**src/rtl/riscv_pkg.sv**
```systemverilog
// Shared RISC-V pipeline constants and the fetch-stage state type.
package riscv_pkg;

    localparam logic [6:0]  OPC_SYSTEM = 7'b1110011;
    localparam logic [31:0] INST_ECALL = 32'h0000_0073;
    localparam logic [31:0] INST_NOP   = 32'h0000_0013;

    typedef enum logic {
        RUN  = 1'b0,
        HALT = 1'b1
    } fetch_state_e;

endpackage : riscv_pkg

```
**src/rtl/if_id_reg.sv**
```systemverilog
// IF/ID pipeline register: valid/ready holding register for inst, pc and pc+4,
// with load, hold and flush controls.
module if_id_reg
    import riscv_pkg::*;
#(
    parameter logic [31:0] NOP_INST = INST_NOP
) (
    input  logic        clk,
    input  logic        rst,
    input  logic        load,
    input  logic        flush,
    input  logic        ready,
    input  logic [31:0] d_inst,
    input  logic [31:0] d_pc,
    input  logic [31:0] d_pc4,
    output logic        valid,
    output logic [31:0] inst,
    output logic [31:0] pc,
    output logic [31:0] pc4
);

    // Priority: flush > load > drop-after-handshake > hold.
    // NOTE: sequential state uses non-blocking assignments so every register
    // samples the pre-edge values regardless of statement order.
    always_ff @(posedge clk or negedge rst) begin
        if (!rst) begin
            valid <= 1'b0;
            inst  <= NOP_INST;
            pc    <= '0;
            pc4   <= '0;
        end else if (flush) begin
            valid <= 1'b0;
            inst  <= NOP_INST;
        end else if (load) begin
            valid <= 1'b1;
            inst  <= d_inst;
            pc    <= d_pc;
            pc4   <= d_pc4;
        end else if (valid && ready) begin
            // Word consumed with nothing behind it: present a NOP bubble.
            valid <= 1'b0;
            inst  <= NOP_INST;
        end
    end

endmodule : if_id_reg

```
**src/rtl/fetch_stage.sv**
```systemverilog
// Instruction-fetch stage: PC, combinational imem addressing, IF/ID register,
// redirect flush and halt-on-ECALL.
module fetch_stage
    import riscv_pkg::*;
#(
    parameter logic [31:0] RESET_PC = 32'h0000_0000,
    parameter int          IMEM_AW  = 6,
    parameter logic [31:0] NOP_INST = INST_NOP
) (
    input  logic               clk,
    input  logic               rst,
    output logic [IMEM_AW-1:0] imem_addr,
    input  logic [31:0]        imem_data,
    input  logic               redirect_valid,
    input  logic [31:0]        redirect_pc,
    input  logic               id_ready,
    output logic               id_valid,
    output logic [31:0]        id_inst,
    output logic [31:0]        id_pc,
    output logic [31:0]        id_pc4,
    output logic               halted
);

    fetch_state_e state_q, state_d;
    logic [31:0]  pc_q, pc_d;
    logic [31:0]  pc_plus4;
    logic         adv;
    logic         is_ecall;
    logic         running;

    assign pc_plus4  = pc_q + 32'd4;
    assign imem_addr = pc_q[IMEM_AW+1:2];
    assign is_ecall  = (imem_data == INST_ECALL);
    assign adv       = running && (!id_valid || id_ready) && !redirect_valid;

    always_ff @(posedge clk or negedge rst) begin
        if (!rst) begin
            state_q <= RUN;
            pc_q    <= RESET_PC;
        end else begin
            state_q <= state_d;
            pc_q    <= pc_d;
        end
    end

    // NOTE: every signal driven here gets a default first so no latch is inferred.
    always_comb begin
        state_d = state_q;
        pc_d    = pc_q;
        if (redirect_valid) begin
            state_d = RUN;
            pc_d    = {redirect_pc[31:2], 2'b00};
        end else if (adv) begin
            // ECALL is captured but the PC stays on it; fetch stops here.
            if (is_ecall) state_d = HALT;
            else          pc_d    = pc_plus4;
        end
    end

    always_comb begin
        running = (state_q == RUN);
        halted  = (state_q == HALT);
    end

    if_id_reg #(
        .NOP_INST (NOP_INST)
    ) u_if_id (
        .clk    (clk),
        .rst    (rst),
        .load   (adv),
        .flush  (redirect_valid),
        .ready  (id_ready),
        .d_inst (imem_data),
        .d_pc   (pc_q),
        .d_pc4  (pc_plus4),
        .valid  (id_valid),
        .inst   (id_inst),
        .pc     (id_pc),
        .pc4    (id_pc4)
    );

endmodule : fetch_stage

```
**config.mk**
```make
export PLATFORM = sky130hd
export DESIGN_NAME = fetch_stage
export DESIGN_NICKNAME = d
export VERILOG_FILES = /design/src/rtl/riscv_pkg.sv /design/src/rtl/if_id_reg.sv /design/src/rtl/fetch_stage.sv
export SDC_FILE = /design/constraint.sdc
export NUM_CORES = 1
export LEC_CHECK = 0
export BUFFER_PORTS_ARGS = -buffer_cell sky130_fd_sc_hd__buf_2
export CAP_MARGIN = 20
export CORE_ASPECT_RATIO = 1.4
export CORE_MARGIN = 3
export CORE_UTILIZATION = 53
export CTS_CLUSTER_SIZE = 8
export DETAILED_ROUTE_END_ITERATION = 7
export PLACE_DENSITY_LB_ADDON = 0.3
export SYNTH_ARGS = -nofsm -noshare
export SYNTH_HDL_FRONTEND = slang
export SYNTH_HIERARCHICAL = 1
export SYNTH_SLANG_ARGS = --single-unit
```
**constraint.sdc**
```tcl
create_clock -name clk -period 2.6 [get_ports clk]
set_clock_uncertainty 0.05 [all_clocks]
set_input_delay 0.39 -clock clk [delete_from_list [all_inputs] [get_ports clk]]
set_output_delay 0.39 -clock clk [all_outputs]
set_load 0.01 [all_outputs]
```
==> metrics, run 1 <==
outcome=finished clean; register area share after synthesis=0.489; number of synthesized register bits=128; Core ar.=~0.012 sq mm; Setup-failing EPs final=0; Netlist cell types=54; startpoint type of the worst setup path=register; worst-path fanout max=9; Int Pwr=4.66 mW; Comb pwr share=0.191; via/cell ratio=5.51; Synth area leader=dfrtp_1; Die Wd=100 microns; DRT iter0 DRCs=186; area grow syn2layout=23.1%; die area=0.0138 sq mm; largest net degree at the start of global routing=66; Die Y=between 100 and 150 microns; Post-synth EDFFs=0; Cells after Synth=563; Detail Placement HPWL=10900 microns; CTS tree=done; slowest CP cell=or4_1; Final Instance Count excl. Fillers=roughly 900; Remaining Overflow, GRT=0; RePlAce Congestion=0.817; fmax=0.424 GHz; Worst Tran Pin Value=0.548 ns; first-pass GRT wire length=about 25000 microns; sequential power share=0.397; synth top area cells=dfrtp_1, mux2_4, nand3b_1; Max-slew headroom=0.635; n_diodes=0; Mean Syn Cell Area=around 12 sq um; TritonRoute pass-1 iters=4; row cnt=47; critical-path cell list=ha_1 > nand3_1 > nor3_4 > nand2_2 > or4_1 > a31oi_1; switching pwr=1.68 mW; synth warn=6; sw frac=0.265; P_leak=3.80 nW; PortBufs=169; cts repair resizes=0; vias in the first global route=5094; Async S/R FF share, synth=1.00; Crit. End Element=register; Routed WL=around 16000 microns; ANT nets after route=0; setup TNS=0 ns; synth cell count leaders=dfrtp_1, mux2_4, nand2_1; Worst-path clk slew=0.06 ns; Hold Fails Final Rpt=0; H-tree Lvls=4; RSZ-0062 raised after global routing=no; clk sink count=128; mapped cell area=0.00656 sq mm; Pwr Density=785 mW/mm^2; clock buffer depth=2; clk root buf=clkbuf_16; Final #Nets=between 700 and 800; maxcap violations=0; initial antenna violation count=0; placed cell count=856; ys flop type=dfrtp_1; via count=4902; hold_ws=0.138 ns; min Tclk post-route=2.36 ns; layout cell share with drive strength beyond 1=0.394; IO Pins=172; Worst Hold Class=primary input to register; kind of critical path=register to register; TritonCTS Buffers=17; Critical Path Max Stage Delay=about 0.50 ns; data required time of the critical path=around 2.9 ns; area share of the largest cell type after synthesis=0.477; GRT Util Overall=0.234; top-count cell post-synth=dfrtp_1; largest vdd supply drop=0.000429 V; Arr. time, crit path=2.64 ns; Worst-Skew Late Latency=0.42 ns; period utilization=0.908; Initial Util=0.550; Slew Limit Fails=0; wire per inst=about 18 microns; clock network power share=0.413; number of remaining DRC errors=0
==> layer usage <==
| layer | vias up | global-route usage | share of wire |
|---|---|---|---|
| met2 | 149 | 0.409 | 0.53 |
| met4 | 0 | 0.0787 | 0.017 |
| met3 | 22 | 0.0638 | 0.060 |
| li1 | 2319 | - | - |
| met5 | - | 0 | 0 |
| met1 | 2412 | 0.277 | 0.39 |
==> worst max-delay path, delay by kind of cell (launching register included) <==
kind | cells | cell delay (ns)
compound gates | 1 | 0.18
fa+ha+maj | 1 | 0.27
flops | 1 | 0.45
simple gates | 4 | 1.32
==> registers in the layout (all words and copies together) (netlist names) <==
register / count
pc_q: 30
halted: 1
u_if_id/pc: 32
u_if_id/inst: 32
u_if_id/valid: 1
u_if_id/pc4: 32
==> cell type report <==
| type | count | area, sq um |
|---|---|---|
| Clock inverter | 12 | 208 |
| Fill cell | 918 | 3860 |
| Inverter | 8 | 30.0 |
| Sequential cell | 128 | 3210 |
| Clock buffer | 20 | 447 |
| Timing Repair Buffer | 184 | 1000 |
| Multi-Input combinational cell | 390 | 3000 |
| Tap cell | 147 | 184 |
==> path summary, 6_finish.rpt <==
check | from | end | slack, ns | depth (start not counted)
max in group asynchronous | rst | u_if_id/inst[1] | 1.32 | 3
worst max register to register | pc_q[3] | pc_q[22] | 0.24 | 6
worst min-delay path | redirect_pc[4] | pc_q[4] | 0.14 | 3
min in group asynchronous | rst | u_if_id/pc4[24] | 0.47 | 2
worst min register to register | u_if_id/pc4[31] | u_if_id/pc4[31] | 0.45 | 1
worst max-delay path | pc_q[3] | pc_q[22] | 0.24 | 6
==> timing repair <==
item / 4_1_cts / 5_1_grt
buffers inserted: 0 / 0
hold endpoints to repair: 57 / 0
hold buffers: 1 / 0
==> cells in the final DEF, fill, tap and decap left out, drive strengths merged, types with 4 or more instances in the layout <==
master / netlist / layout
nor2: 24 / 24
nand4: 11 / 11
and2: 7 / 7
o31ai: 4 / 4
or3: 8 / 8
inv: 7 / 8
dfrtp: 125 / 125
nor3: 6 / 6
nor4: 10 / 10
bufinv: 0 / 5
nand2: 57 / 57
conb: 1 / 4
clkbuf: 18 / 20
clkinv: 1 / 4
mux2: 64 / 64
o21ai: 23 / 23
o211ai: 9 / 9
buf: 22 / 183
nor2b: 8 / 8
nand3: 11 / 11
nand3b: 29 / 29
xor2: 17 / 17
xnor2: 24 / 24
or4: 7 / 7
and3: 6 / 6
a31oi: 12 / 12
a21oi: 31 / 31
==> per-stage QoR <==
stage / setup WS (ns) / total power [mW] / cell area, sq um / util
global route: 0.0600 / 6.61 / 8080 / 0.677
CTS: 0.217 / 6.40 / 8080 / 0.677
finish: 0.240 / 6.34 / 8080 / 0.677
detailed placement: 0.231 / 3.76 / 7420 / 0.621
global placement: 0.330 / 3.72 / 7420 / 0.621
floorplan: 0.452 / 3.28 / 6570 / -
==> cells by family (layout without fill, tap and decap cells) <==
group,after synthesis,count (layout),synth area share
buffers and inverters,48,224,0.0559
AND/OR/NAND/NOR,188,188,0.170
other,1,4,0.000571
adder cells (fa/ha/maj),1,1,0.00191
multiplexers,65,65,0.146
flip-flops,128,128,0.489
XOR/XNOR,41,41,0.0547
AO/OA/AOI/OAI,91,91,0.0827
==> power groups by stage <==
stage          clock, mW  combinational, mW  sequential, mW
2_1_floorplan          0              0.655            2.63
3_3_place_gp           0               1.19            2.53
3_5_place_dp           0               1.21            2.54
4_1_cts             2.66               1.22            2.52
5_1_grt             2.74               1.31            2.56
6_report            2.62               1.21            2.52
No activity file was read; power rests on OpenSTA's default activity.
==> run 2, diff against run 1 <==
--- a/config.mk
+++ b/config.mk
@@ -7,9 +7,10 @@
 export LEC_CHECK = 0
 export BUFFER_PORTS_ARGS = -buffer_cell sky130_fd_sc_hd__buf_2
 export CAP_MARGIN = 20
-export CORE_ASPECT_RATIO = 1.4
+export CORE_ASPECT_RATIO = 0.8
 export CORE_MARGIN = 3
 export CORE_UTILIZATION = 53
+export CTS_BUF_LIST = sky130_fd_sc_hd__clkbuf_8 sky130_fd_sc_hd__clkbuf_16
 export CTS_CLUSTER_SIZE = 8
 export DETAILED_ROUTE_END_ITERATION = 7
 export PLACE_DENSITY_LB_ADDON = 0.3
==> metrics, run 2 (same netlist as run 1, synthesis figures left out) <==
worst-path fanout max=6; RePlAce Congestion=0.820; initial antenna violation count=1; CTS tree=done; Arr. time, crit path=2.60 ns; TritonRoute pass-1 iters=5; RSZ-0062 raised after global routing=no; biggest regs=u_if_id/inst (32), u_if_id/pc4 (32), u_if_id/pc (32); ANT nets after route=0; clk sink count=128; post-layout instance area=0.00805 sq mm; CP Depth=6; min Tclk post-route=2.31 ns; DRT iter0 DRCs=319; hold path depth=3; largest net degree at the start of global routing=66; Worst-path clk slew=~0.060 ns; clock buffer depth=2; worst setup margin=0.285 ns; Detail Placement HPWL=approximately 11000 microns; Pwr Density=~770 mW/mm^2; Crit path buffers/inverters=0; Die Wd=130 microns; Routed WL=16200 microns; via/cell ratio=5.60; GRT Util Overall=0.239; PortBufs=~170; Post-Place Setup Slack=0.245 ns; n_diodes=0; wire per inst=18.2 microns; commonest non-fill, non-tap cells in the layout=buf_2, dfrtp_1, mux2_4, nand2_1, a21oi_1; kind of critical path=register to register; startpoint type of the worst setup path=register; Crit. End Element=register; P_leak=3.80 nW; leading cell type in the layout, fill and taps excluded=buf_2; layout cell share with drive strength beyond 1=0.393; final-layout fill cell count=886; first-pass GRT wire length=26300 microns; via count=4987; number of remaining DRC errors=0; largest vdd supply drop=0.000451 V; Slew Limit Fails=0; Final #Nets=approximately 800; most used cell, CP=nand3_1; Max-slew headroom=0.343; Hold Fails Final Rpt=0; Initial Util=0.557; critical-path cell list=ha_1 > nand3_1 > nor2_1 > nand4_1 > or4_1 > nand3_1; outcome=finished clean; Remaining Overflow, GRT=0; TritonCTS Buffers=17; Worst Hold Class=primary input to register; Setup-failing EPs final=0; worst-case reg-to-reg path depth=6; Seq. cell area=~0.0032 sq mm; setup TNS=0 ns; clk root buf=clkbuf_16; CP top delay family=simple AND/OR/NAND/NOR gates; data required time of the critical path=roughly 2.9 ns; maxcap violations=0; Critical Path Max Stage Delay=approximately 0.53 ns; die area=0.0138 sq mm; fmax=0.432 GHz; area grow syn2layout=22.6%; slowest CP cell=or4_1; DP Area=approximately 0.0074 sq mm; IO Pins=172; area used by multi-input combinational logic=around 0.0030 sq mm; Worst-Skew Late Latency=0.41 ns; vias in the first global route=5035; Worst Tran Pin Value=a little under 1 ns; H-tree Lvls=4; Die Y=between 100 and 150 microns; row cnt=35; period utilization=0.890; Core ar.=~0.012 sq mm
==> run 2: cell types whose count changed in the layout (fill, tap and decap cells not counted) <==
cell,previous run,this run
buf_4,11,12
bufinv_16,5,4
clkbuf_1,2,0
clkinv_2,0,4
clkinv_4,3,0
inv_1,7,10
inv_6,1,0
==> run 2: worst paths after layout <==
path                           startpoint        endpoint  slack, ns
setup / recovery                  pc_q[2]        pc_q[30]       0.29
hold / removal             redirect_pc[6]         pc_q[6]       0.15
setup reg to reg                  pc_q[2]        pc_q[30]       0.29
hold reg to reg            u_if_id/pc4[0]  u_if_id/pc4[0]       0.45
max in group asynchronous             rst  u_if_id/pc4[3]       1.24
min in group asynchronous             rst        pc_q[20]       0.47
==> run 2: what timing repair did <==
action                    in CTS  in global routing
hold endpoints to repair      55                  0
resized for setup              0                  0
buffers inserted               0                  0
hold buffers                   1                  0
==> run 2: cell type report <==
class / instances / area share
inverters: 8 / 0.00373
clock buffers: 18 / 0.0546
multi-input cells: 390 / 0.373
flip-flops and latches: 128 / 0.398
clock inverters: 14 / 0.0216
well taps: 148 / 0.0230
repair buffers: 185 / 0.126
==> run 2: where the power goes <==
part           internal (mW)  switching [mW]  leakage, nW  total (mW)
logic                  0.635           0.567         1.94        1.20
registers               2.29           0.240         1.55        2.53
clock network           1.61           0.860        0.305        2.47
total                   4.53            1.67         3.80        6.20
==> run 2: per-stage QoR <==
stage / hold WS (ns) / total power, mW / instances / utilization
floorplan: 0.0444 / 3.28 / 566 / -
global placement: 0.348 / 3.71 / 858 / 0.630
detailed placement: 0.355 / 3.75 / 858 / 0.630
CTS: 0.136 / 6.24 / 891 / 0.683
global route: 0.153 / 6.47 / 891 / 0.683
finish: 0.147 / 6.20 / 891 / 0.683
==> run 2: worst register-to-register path, delay by kind of cell (launching register included) <==
| family | cells | cell delay (ns) |
|---|---|---|
| simple gates | 5 | 1.41 |
| flops | 1 | 0.46 |
| fa+ha+maj | 1 | 0.32 |
==> run 2: routing by layer <==
metal  part of all wire  up-vias  track usage
met5            0.00068        -            0
met4             0.0098        2       0.0573
met3              0.066       19       0.0583
met2               0.47      174        0.375
met1               0.45     2462        0.337
li1                   -     2330            -
==> run 3, diff against run 2 <==
--- a/config.mk
+++ b/config.mk
@@ -8,8 +8,8 @@
 export BUFFER_PORTS_ARGS = -buffer_cell sky130_fd_sc_hd__buf_2
 export CAP_MARGIN = 20
 export CORE_ASPECT_RATIO = 0.8
-export CORE_MARGIN = 3
-export CORE_UTILIZATION = 53
+export CORE_MARGIN = 2
+export CORE_UTILIZATION = 50
 export CTS_BUF_LIST = sky130_fd_sc_hd__clkbuf_8 sky130_fd_sc_hd__clkbuf_16
 export CTS_CLUSTER_SIZE = 8
 export DETAILED_ROUTE_END_ITERATION = 7
==> metrics, run 3 (same netlist as run 1, synthesis figures left out) <==
final-layout fill cell count=1052; biggest regs=u_if_id/inst (32), u_if_id/pc4 (32), u_if_id/pc (32); Setup-failing EPs final=0; Remaining Overflow, GRT=0; TritonCTS Buffers=17; fmax=0.427 GHz; hold_ws=roughly 0.13 ns; Die Y=~110 microns; Worst-path clk slew=0.06 ns; CTS tree=done; number of remaining DRC errors=0; IO Pins=about 170; P_leak=3.79 nW; Die Wd=132 microns; outcome=finished clean; Detail Placement HPWL=10400 microns; worst-path fanout max=9; Arr. time, crit path=2.62 ns; ANT nets after route=0; TritonRoute pass-1 iters=5; kind of critical path=register to register; setup TNS=0 ns; commonest non-fill, non-tap cells in the layout=buf_2, dfrtp_1, mux2_4, nand2_1, a21oi_1; largest vdd supply drop=0.000493 V; PortBufs=169; layout cell share with drive strength beyond 1=0.395; via/cell ratio=between 5 and 6; setup bufs post-CTS=0; clk sink count=128; wire per inst=16.8 microns; DRT iter0 DRCs=a little over 300; Worst Hold Class=primary input to register; initial antenna violation count=1; min Tclk post-route=between 2 and 2.5 ns; die area=0.0141 sq mm; Routed WL=15400 microns; largest net degree at the start of global routing=66; period utilization=0.900; Crit. End Element=register; data required time of the critical path=~2.9 ns; cts repair resizes=0; Max-slew headroom=0.351; RePlAce Congestion=0.833; n_diodes=0; row cnt=37; startpoint type of the worst setup path=register; H-tree Lvls=4; Final #Nets=796; Initial Util=0.512; Pwr Density=782 mW/mm^2; maxcap violations=0; via count=4887; GRT Util Overall=0.228; overall power=6.33 mW; first-pass GRT wire length=between 20000 and 30000 microns; Post-Place Setup Slack=0.296 ns; RSZ-0062 raised after global routing=no; worst setup margin=around 0.26 ns; Seq. cell area=about 0.0032 sq mm; area grow syn2layout=23.4%; vias in the first global route=4883; clk root buf=clkbuf_16; area used by multi-input combinational logic=0.00300 sq mm; Worst Tran Pin Value=a little under 1 ns; Hold Fails Final Rpt=0; Core ar.=0.0128 sq mm; Slew Limit Fails=0; clock buffer depth=2; Worst-Skew Late Latency=approximately 0.42 ns; leading cell type in the layout, fill and taps excluded=buf_2
## run 3: cell types whose count changed in the layout (fill, tap and decap cells not counted), sizes merged
cell,change
bufinv,+1
inv,-3
clkinv,+2
buf,-3
## run 3: final timing paths
check                                start               to  slack, ns  cells past startpoint
hold / removal             redirect_pc[13]         pc_q[13]       0.13                      3
setup reg to reg                   pc_q[2]         pc_q[22]       0.26                      6
setup / recovery                   pc_q[2]         pc_q[22]       0.26                      6
min in group asynchronous              rst   u_if_id/pc[20]       0.44                      2
max in group asynchronous              rst  u_if_id/inst[1]       1.27                      3
hold reg to reg             u_if_id/pc4[0]   u_if_id/pc4[0]       0.43                      1
## run 3: critical path, cell delays in order, from the launching register on
cell and delay [ns]:
dfrtp_1 0.46, ha_1 0.32, nand3_1 0.20, nor3_4 0.34
nand2_2 0.20, or4_1 0.49, a31oi_1 0.19
## run 3: what timing repair did
action / 4_1_cts / 5_1_grt
endpoints found under the setup margin: 0 / 0
endpoints found under the hold margin: 52 / 0
hold buffers: 1 / 0
## run 3: power breakdown
| group | total [mW] | internal (mW) | switching (mW) |
|---|---|---|---|
| registers | 2.52 | 2.29 | 0.233 |
| clock network | 2.62 | 1.72 | 0.899 |
| logic | 1.19 | 0.632 | 0.553 |
| total | 6.33 | 4.64 | 1.69 |
## run 3: through the flow
stage / util / area [sq um] / instances
after floorplan: - / 6570 / 566
final: 0.632 / 8100 / 915
after CTS: 0.632 / 8100 / 915
after detailed placement: 0.580 / 7440 / 882
after global placement: 0.580 / 7440 / 882
after global routing: 0.632 / 8100 / 915
## run 3: cell type report
cell class	instances	area share
Multi-Input combinational cell	390	0.370
Timing Repair Buffer	182	0.122
Sequential cell	128	0.396
Clock buffer	18	0.0542
Tap cell	175	0.0270
Inverter	8	0.00371
Clock inverter	14	0.0264
## run 3: metal layers
metal,vias to the layer above,part of all wire,track usage
met5,-,0,0
met4,0,0.013,0.0730
met3,16,0.063,0.0753
met2,143,0.45,0.334
met1,2401,0.47,0.321
li1,2327,-,-
